--- config.mk ---
export PLATFORM = sky130hd
export DESIGN_NAME = lfsr_rng
export DESIGN_NICKNAME = d
export VERILOG_FILES = /design/src/rtl/lfsr_pkg.sv /design/src/rtl/lfsr_core.sv /design/src/rtl/lfsr_rng.sv
export SDC_FILE = /design/constraint.sdc
export NUM_CORES = 1
export LEC_CHECK = 0
export ABC_CLOCK_PERIOD_IN_PS = 12800
export BUFFER_PORTS_ARGS = -buffer_cell sky130_fd_sc_hd__buf_2
export CAP_MARGIN = 20
export CORE_AREA = 2 2 78 80
export DETAILED_ROUTE_END_ITERATION = 6
export DIE_AREA = 0 0 80 82
export PLACE_DENSITY = 0.77
export SLEW_MARGIN = 15
export SYNTH_ARGS = -nofsm -noshare
export SYNTH_HDL_FRONTEND = slang
export SYNTH_HIERARCHICAL = 1
export SYNTH_SLANG_ARGS = --single-unit
--- constraint.sdc ---
create_clock -name clk_i -period 12.8 [get_ports clk_i]
set_input_delay 1.28 -clock clk_i [delete_from_list [all_inputs] [get_ports clk_i]]
set_output_delay 1.28 -clock clk_i [all_outputs]
set_load 0.1 [all_outputs]
--- src/rtl/lfsr_pkg.sv ---
// Shared types, maximal-length tap masks and helpers for the LFSR generator.
// Tap mask bit i set means state[i] feeds the XOR feedback.
package lfsr_pkg;

    localparam logic [3:0]  TAPS4  = 4'hC;
    localparam logic [4:0]  TAPS5  = 5'h14;
    localparam logic [5:0]  TAPS6  = 6'h30;
    localparam logic [6:0]  TAPS7  = 7'h60;
    localparam logic [7:0]  TAPS8  = 8'hB8;
    localparam logic [8:0]  TAPS9  = 9'h110;
    localparam logic [9:0]  TAPS10 = 10'h240;
    localparam logic [10:0] TAPS11 = 11'h500;
    localparam logic [11:0] TAPS12 = 12'h829;
    localparam logic [12:0] TAPS13 = 13'h100D;
    localparam logic [13:0] TAPS14 = 14'h2015;
    localparam logic [14:0] TAPS15 = 15'h6000;
    localparam logic [15:0] TAPS16 = 16'hD008;
    localparam logic [16:0] TAPS17 = 17'h12000;
    localparam logic [17:0] TAPS18 = 18'h20400;
    localparam logic [18:0] TAPS19 = 19'h40023;
    localparam logic [19:0] TAPS20 = 20'h90000;
    localparam logic [20:0] TAPS21 = 21'h140000;
    localparam logic [21:0] TAPS22 = 22'h300000;
    localparam logic [22:0] TAPS23 = 23'h420000;
    localparam logic [23:0] TAPS24 = 24'hE10000;
    localparam logic [24:0] TAPS25 = 25'h1200000;
    localparam logic [25:0] TAPS26 = 26'h2000023;
    localparam logic [26:0] TAPS27 = 27'h4000013;
    localparam logic [27:0] TAPS28 = 28'h9000000;
    localparam logic [28:0] TAPS29 = 29'h14000000;
    localparam logic [29:0] TAPS30 = 30'h20000029;
    localparam logic [30:0] TAPS31 = 31'h48000000;
    localparam logic [31:0] TAPS32 = 32'hA3000000;

    typedef enum logic [1:0] {
        ST_IDLE  = 2'd0,
        ST_SHIFT = 2'd1,
        ST_CHECK = 2'd2,
        ST_DONE  = 2'd3
    } rng_state_e;

    // Index of the highest set bit plus one; zero for a zero input.
    function automatic int bitlen(input logic [31:0] v);
        int n;
        n = 0;
        for (int i = 0; i < 32; i++) begin
            if (v[i]) n = i + 1;
        end
        return n;
    endfunction

endpackage

--- src/rtl/lfsr_core.sv ---
// Fibonacci LFSR state register with seed load and lock-up recovery.
// A load always wins over a shift on the same edge.
module lfsr_core #(
    parameter int unsigned      WIDTH = 16,
    parameter logic [WIDTH-1:0] TAPS  = WIDTH'(16'hD008),
    parameter logic [WIDTH-1:0] SEED  = WIDTH'(1)
) (
    input  logic             clk_i,
    input  logic             rst_i,
    input  logic             load_i,
    input  logic [WIDTH-1:0] load_val_i,
    input  logic             shift_i,
    output logic [WIDTH-1:0] state_o
);

    localparam logic [WIDTH-1:0] ONE    = WIDTH'(1);
    localparam logic [WIDTH-1:0] SEED_C = (SEED == '0) ? ONE : SEED;

    logic [WIDTH-1:0] q;
    logic [WIDTH-1:0] nxt;
    logic [WIDTH-1:0] ld;

    always_comb begin
        nxt = {q[WIDTH-2:0], ^(q & TAPS)};
        if (q == '0) nxt = ONE;
        ld = (load_val_i == '0) ? ONE : load_val_i;
    end

    always_ff @(posedge clk_i) begin
        if (rst_i) begin
            q <= SEED_C;
        end else if (load_i) begin
            q <= ld;
        end else if (shift_i) begin
            q <= nxt;
        end
    end

    assign state_o = q;

endmodule

--- src/rtl/lfsr_rng.sv ---
// LFSR random source with free-run stepping and a bounded draw port
// using masked rejection sampling and a subtract fallback.
module lfsr_rng
    import lfsr_pkg::*;
#(
    parameter int unsigned      WIDTH          = 16,
    parameter logic [WIDTH-1:0] TAPS           = WIDTH'(TAPS16),
    parameter logic [WIDTH-1:0] SEED           = WIDTH'(1),
    parameter int unsigned      OUT_W          = 8,
    parameter int unsigned      STEPS_PER_DRAW = 1,
    parameter int unsigned      MAX_TRIES      = 4
) (
    input  logic             clk_i,
    input  logic             rst_i,
    input  logic             step_i,
    input  logic             seed_valid_i,
    input  logic [WIDTH-1:0] seed_i,
    output logic [WIDTH-1:0] rand_o,
    input  logic             req_valid_i,
    output logic             req_ready_o,
    input  logic [OUT_W-1:0] bound_i,
    output logic             rsp_valid_o,
    input  logic             rsp_ready_i,
    output logic [OUT_W-1:0] rsp_data_o,
    output logic             rsp_fallback_o,
    output logic [3:0]       rsp_tries_o
);

    localparam logic [3:0] LAST_STEP = 4'(STEPS_PER_DRAW - 1);
    localparam logic [3:0] TRY_MAX   = 4'(MAX_TRIES);

    rng_state_e       st_q;
    logic [3:0]       tries_q;
    logic [3:0]       cnt_q;
    logic [OUT_W-1:0] bound_q;
    logic [OUT_W-1:0] data_q;
    logic [3:0]       rtries_q;
    logic             fb_q;

    logic [WIDTH-1:0] state;
    logic             do_shift;
    logic             accept_req;

    logic [OUT_W-1:0] low;
    logic [OUT_W-1:0] bm1;
    logic [OUT_W-1:0] mask;
    logic [OUT_W-1:0] cand;
    logic [OUT_W-1:0] res;
    logic             is_full;
    logic             in_rng;
    logic             retry;
    logic             take;
    int               k;

    assign accept_req = (st_q == ST_IDLE) && req_valid_i;
    assign do_shift   = (st_q == ST_SHIFT)
                      || ((st_q == ST_IDLE) && step_i && !req_valid_i);

    lfsr_core #(
        .WIDTH (WIDTH),
        .TAPS  (TAPS),
        .SEED  (SEED)
    ) u_core (
        .clk_i      (clk_i),
        .rst_i      (rst_i),
        .load_i     (seed_valid_i),
        .load_val_i (seed_i),
        .shift_i    (do_shift),
        .state_o    (state)
    );

    // Mask to the smallest power of two covering bound-1 before rejecting.
    always_comb begin
        low  = state[OUT_W-1:0];
        bm1  = bound_q - OUT_W'(1);
        k    = bitlen(32'(bm1));
        mask = '0;
        for (int i = 0; i < int'(OUT_W); i++) begin
            mask[i] = (i < k);
        end
        cand    = low & mask;
        is_full = (bound_q == '0);
        in_rng  = !is_full && (cand < bound_q);
        retry   = 1'b0;
        take    = 1'b0;
        res     = cand - bound_q;
        unique case (1'b1)
            is_full: begin
                take = 1'b1;
                res  = low;
            end
            in_rng: begin
                take = 1'b1;
                res  = cand;
            end
            default: begin
                retry = (tries_q < TRY_MAX);
            end
        endcase
    end

    always_ff @(posedge clk_i) begin
        if (rst_i) begin
            st_q     <= ST_IDLE;
            tries_q  <= '0;
            cnt_q    <= '0;
            bound_q  <= '0;
            data_q   <= '0;
            rtries_q <= '0;
            fb_q     <= 1'b0;
        end else begin
            unique case (st_q)
                ST_IDLE: begin
                    if (accept_req) begin
                        bound_q <= bound_i;
                        tries_q <= 4'd1;
                        cnt_q   <= '0;
                        st_q    <= ST_SHIFT;
                    end
                end
                ST_SHIFT: begin
                    if (cnt_q == LAST_STEP) begin
                        cnt_q <= '0;
                        st_q  <= ST_CHECK;
                    end else begin
                        cnt_q <= cnt_q + 4'd1;
                    end
                end
                ST_CHECK: begin
                    if (retry) begin
                        tries_q <= tries_q + 4'd1;
                        st_q    <= ST_SHIFT;
                    end else begin
                        data_q   <= res;
                        rtries_q <= tries_q;
                        fb_q     <= !take;
                        st_q     <= ST_DONE;
                    end
                end
                ST_DONE: begin
                    if (rsp_ready_i) st_q <= ST_IDLE;
                end
                default: st_q <= ST_IDLE;
            endcase
        end
    end

    assign rand_o         = state;
    assign req_ready_o    = (st_q == ST_IDLE);
    assign rsp_valid_o    = (st_q == ST_DONE);
    assign rsp_data_o     = data_q;
    assign rsp_fallback_o = fb_q;
    assign rsp_tries_o    = rtries_q;

endmodule

### Word level (Yosys, flattened, before mapping)

Cells that the tools add are included.

| cells by class | value |
|---|---|
| order comparisons | 10 |
| equal/unequal tests | 7 |
| muxes and demuxes | 26 |
| $mul | 0 |
| reduce and logical (&&, ||, !) cells | 23 |
| $add $sub $neg | 4 |
| shift-type cells | 0 |
| divide/modulo/power cells | 0 |
| bitwise logic cells | 2 |

Operator list:

| kind | number |
|---|---|
| < comparator 4 x 32 -> 1 bit (first input constant) | 4 |
| < comparator 3 x 32 -> 1 bit (first input constant) | 2 |
| two-way mux 16 bit | 4 |
| zero test 16 bit | 2 |
| < comparator 1 x 32 -> 1 bit (first input constant) | 1 |
| < comparator 2 x 32 -> 1 bit (first input constant) | 1 |
| two-way mux 32 bit | 1 |
| two-way mux 4 bit | 4 |
| one-hot mux 4 bit (2 select lines) | 2 |
| one-hot mux 8 bit (2 select lines) | 1 |
| XOR reduction 16 bit | 1 |
| two-way mux 2 bit | 6 |
| two-way mux 3 bit | 4 |
| adder 4 x 1 -> 4 bit (second input constant) | 2 |
| bitwise AND 8 bit | 1 |
| zero test 8 bit | 1 |
| < comparator 8 bit | 1 |
| one-hot mux 2 bit (4 select lines) | 1 |
| subtractor 8 x 1 -> 8 bit (second input constant) | 1 |
| subtractor 8 bit | 1 |
| != test 2 x 1 -> 1 bit (second input constant) | 3 |
| AND reduction 2 bit | 3 |
| AND reduction 3 bit | 2 |
| nonzero test 2 bit | 3 |
| 12 further kinds | 20 |

| word-level totals | value |
|---|---|
| memories kept | 0 |
| flip-flop bits (word level) | 47 |
| memory bits (read-only) | 0 |
| RAM bits | 0 |
| bits in latches | 0 |
| logic and storage cells | 80 |
| input bits | 30 |

### Logic depth before layout (Yosys ltp)

| logic depth | value |
|---|---|
| depth after elaboration | 17 |
| mapped depth | 17 |
| gate-level depth less buffers | 15 |

### By module

The synthesis kept the hierarchy.

Modules (own cells, without submodules):

| module | cells an instance | instances | area an instance (sq um) | sequential area each (sq um) |
|---|---|---|---|---|
| lfsr_rng | 267 | 1 | 2173.3 | 620.6 |
| lfsr_core | 103 | 1 | 843.3 | 320.3 |

### Worst setup path before layout

OpenSTA, ideal clock, no wires.

| timing path | value |
|---|---|
| kind | reg-to-reg |
| start point | register bound_q[1] |
| end point | register data_q[5], in the netlist rsp_data_o[5] |
| path slack | 8.600 ns |
| cell stages (with the launch flop) | 17 |
| library setup time | 0.088 ns |
| data arrival time | 4.112 ns |
| buffers on the path | 2 |
| cells stage by stage | dfxtp_1 inv_1 ha_1 clkbuf_1 or3_1 a311oi_1 nand2_1 o31ai_2 ha_1 fa_1 nor2b_1 o31a_1 o31a_1 a311oi_4 buf_6 nor2_1 a311oi_2 |

| on the way | value |
|---|---|
| cells in the longest elaborated chain, start to end | 16 |
| elaborated cells on any way between the ends | 27 |

Ends and longest elaborated chain:

| element | line | RTL |
|---|---|---|
| from (decl) | lfsr_rng.sv:35 | `logic [OUT_W-1:0] bound_q;` |
| from (signal assigned) | lfsr_rng.sv:115 | `bound_q <= bound_i;` |
| subtractor 8 x 1 -> 8 bit | lfsr_rng.sv:75 | `bm1 = bound_q - OUT_W'(1);` |
| two-way mux 2 bit (2 in series) | lfsr_pkg.sv:47 | `if (v[i]) n = i + 1;` |
| two-way mux 3 bit (4 in series) | lfsr_pkg.sv:47 |  |
| two-way mux 32 bit | lfsr_pkg.sv:47 |  |
| < comparator 1 x 32 -> 1 bit (tied with other cells) | lfsr_rng.sv:79 | `mask[i] = (i < k);` |
| bitwise AND 8 bit | lfsr_rng.sv:81 | `cand = low & mask;` |
| < comparator 8 bit | lfsr_rng.sv:83 | `in_rng = !is_full && (cand < bound_q);` |
| logical AND 1 bit | lfsr_rng.sv:83 |  |
| OR reduction 2 bit (no line) | n/a |  |
| two-way mux 1 bit | lfsr_rng.sv:87 | `unique case (1'b1)` |
| inverter 1 bit (no line) | n/a |  |
| AND reduction 2 bit (no line) | n/a |  |
| to (signal assigned) | lfsr_rng.sv:134 | `data_q <= res;` |
| to (decl) | lfsr_rng.sv:36 | `logic [OUT_W-1:0] data_q;` |

Parallel ways exist; a longest one is shown, timed or not.
A chain may end at the register's enable or synchronous reset.

### Worst setup path after layout

| timing path | value |
|---|---|
| start point | register bound_q[1] |
| end point | register data_q[2], in the netlist rsp_data_o[2] |

Same word-level chain as after synthesis.

==> flow_metrics.py <==
metrics = {
    "run_status": {
        "outcome": "finished clean",
    },
    "die": {
        "die_w_um": 80,
        "coreArea_um2": 5746,
        "num_rows": 28,
        "dieHeight_um": 82,
        "fp.dieArea_um2": 6560,
        "start_util_pct": 52.50,
        "pin_count": 61,
    },
    "detailed_routing": {
        "totalWireLength_mm": 7.081,
        "detail-route-antenna-nets": 0,
        "route.vias.total": 2860,
        "vias_per_cell": 5.801,
        "drc": 0,
        "wl_per_cell_um": 14.36,
        "drt_iter0_drc": 118,
        "dr.pass1.iters": 5,
    },
    "timing": {
        "slew_headroom_pct": 30.14,
        "setup_ws_ps": 7930,
        "hold_viol": 0,
        "fin_crit_ps": 4870,
        "max_clock_freq_mhz": 205.4,
        "worst_pin_slew_ps": 1047,
        "rsz0062_at_grt": "no",
        "setup_viol_count_final": 0,
        "slew_violations": 0,
        "min_period_over_period_pct": 38.04,
        "final.setup_skew_ps": 6.647,
        "setup-tns-final_ps": 0,
    },
    "logic_synthesis": {
        "postSynthAreaPerCell_um2": 8.153,
        "synth_area_um2": 3017,
        "post-synth-top-count-cell": "nor2_1",
        "synthCells": 370,
        "yosysTopAreaCellShare_pct": 31.19,
        "synth.distinct_cells": 68,
        "post-synth-top-area-cell": "dfxtp_1",
        "seq_area_frac_synth_pct": 31.19,
        "synthArstFlopShare_pct": 0,
        "yosysWarnings": 6,
        "synth_area_leaders": "dfxtp_1, nor2_1, a21oi_1, mux2i_1, ha_1",
        "syn_nets": 414,
        "synthFlopType": "dfxtp_1",
        "synth_common_cells": "nor2_1, dfxtp_1, a21oi_1",
        "yosys_register_bits": 47,
        "synth-edff-count": 0,
    },
    "clocking": {
        "clk_latency_ps": 300,
        "cts_root_buf": "clkbuf_8",
        "htree_levels": 2,
        "post_cts_buffers": 0,
        "cts_resized": 0,
        "clk_path_buf_depth": 2,
        "clock_sinks": 47,
        "cts_tree": "done",
        "cts_buffers": 5,
        "path_clk_slew_ps": 90,
        "cts_hold_buf": 0,
    },
    "critical_path": {
        "end_kind": "flip-flop",
        "path_max_fanout": 17,
        "worstPathArrival_ps": 5060,
        "path_class": "flip-flop to flip-flop",
        "ff2ff_setup_slack_ps": 7930,
        "cp.required_ps": 12990,
        "crit_path_start_kind": "flip-flop",
    },
    "placement": {
        "place_hpwl_mm": 5.177,
        "port_buffers": 60,
        "globalplace.congestion": 0.9924,
        "dp_slack_ps": 7961,
    },
    "power_and_ir_drop": {
        "power_frac_clock_pct": 20.8,
        "power.switching_uw": 205.2,
        "p_comb_share_pct": 42.9,
        "power.total_uw": 475.9,
        "power_frac_seq_pct": 36.3,
        "vdd_ir_drop_max_uv": 92.56,
        "p_leak_uw": 0.001386,
        "p_sw_share_pct": 43.12,
        "p_int_uw": 270.7,
        "power_density_nw_per_um2": 139.0,
    },
    "final_layout": {
        "antenna_cells": 0,
        "drive_gt1_share_pct": 22.73,
        "fillers": 549,
        "area_delta_synth_final_pct": 13.48,
        "nets": 461,
    },
    "global_route": {
        "grt_usage_pct": 21.58,
        "grt_pass1_wl_mm": 11.35,
        "antenna_found_initial": 0,
        "grt_pass1_vias": 2452,
        "overflow": 0,
        "grt_max_degree": 52,
    },
    "min_path": {
        "hp-class": "flip-flop to flip-flop",
    },
    "job": {
        "max_cap_viol_count": 0,
    },
}
-- routing by layer --
metal,vias up,track usage [%],part of all wire (%)
met2,84,34.42,46
met5,-,0,0
met3,9,4.396,5.5
met4,0,6.102,1.2
met1,1335,29.63,47
li1,1432,-,-
-- worst max-delay path, stage by stage (launching register included) --
cell      delay [ps]
dfxtp_1          530
inv_1            140
ha_1             300
or3_1            370
a311oi_1         460
nand2_1          260
o31ai_2          310
ha_1             230
fa_1             200
nor2b_1           70
o31a_1           280
o31a_1           380
a311oi_4         800
nor2_1            80
a221o_1          360
-- power by group through the flow --
stage          Combinational [µW]  Clock (µW)  Sequential (µW)
2_1_floorplan                 125           0              220
3_3_place_gp                  199           0              176
3_5_place_dp                  202           0              176
4_1_cts                       203         102              173
5_1_grt                       220         109              175
6_report                      204        99.0              173
-- sequential cells by signal, summed over array words and instances, names as in the netlist --
name,count
rsp_fallback_o,1
bound_q,8
u_core/state_o,16
tries_q,4
rsp_tries_o,4
st_q,2
rsp_data_o,8
cnt_q,4
-- cells in the final DEF, fill, tap and decap left out, types with 6 or more instances in the layout --
master / n
nor2_1: 70
buf_2: 60
dfxtp_1: 47
a21oi_1: 35
inv_1: 19
mux2i_1: 17
nand2_1: 14
o21ai_0: 14
ha_1: 13
nor2b_1: 8
nor3_1: 8
clkbuf_8: 7
a311oi_1: 6
nor4_1: 6
-- through the flow --
| step | hold slack [ps] | util [%] | area (µm²) | instances |
|---|---|---|---|---|
| floorplan | 449.5 | - | 3017 | 370 |
| global placement | 460.4 | 57.77 | 3319 | 485 |
| detailed placement | 465.6 | 57.77 | 3319 | 485 |
| CTS | 478.1 | 59.58 | 3423 | 493 |
| global route | 517.5 | 59.58 | 3423 | 493 |
| finish | 473.2 | 59.58 | 3423 | 493 |
-- area by class of cell --
type | count | area (µm²) | area share [%]
Timing Repair Buffer | 61 | 307.8 | 8.991
Clock inverter | 1 | 7.507 | 0.2193
Clock buffer | 7 | 96.34 | 2.814
Tap cell | 75 | 93.84 | 2.741
Inverter | 19 | 71.32 | 2.083
Sequential cell | 47 | 940.9 | 27.49
Multi-Input combinational cell | 283 | 1906 | 55.67
-- worst paths after layout --
path,from,to,cells past startpoint
worst max-delay path,bound_q[1],rsp_data_o[2],14
worst min-delay path,rsp_tries_o[3],rsp_tries_o[3],2
worst max register to register,bound_q[1],rsp_data_o[2],14
worst min register to register,rsp_tries_o[3],rsp_tries_o[3],2
-- kinds of logic (layout without fill, tap and decap cells) --
group / Yosys count / in the layout / synth area share, %
multiplexers: 17 / 17 / 5.641
flip-flops: 47 / 47 / 31.19
buffers and inverters: 40 / 88 / 5.890
AND/OR/NAND/NOR: 145 / 145 / 24.76
AO/OA/AOI/OAI: 104 / 104 / 25.59
adder cells (fa/ha/maj): 14 / 14 / 6.056
XOR/XNOR: 3 / 3 / 0.8712
No activity file was read; power rests on OpenSTA's default activity.
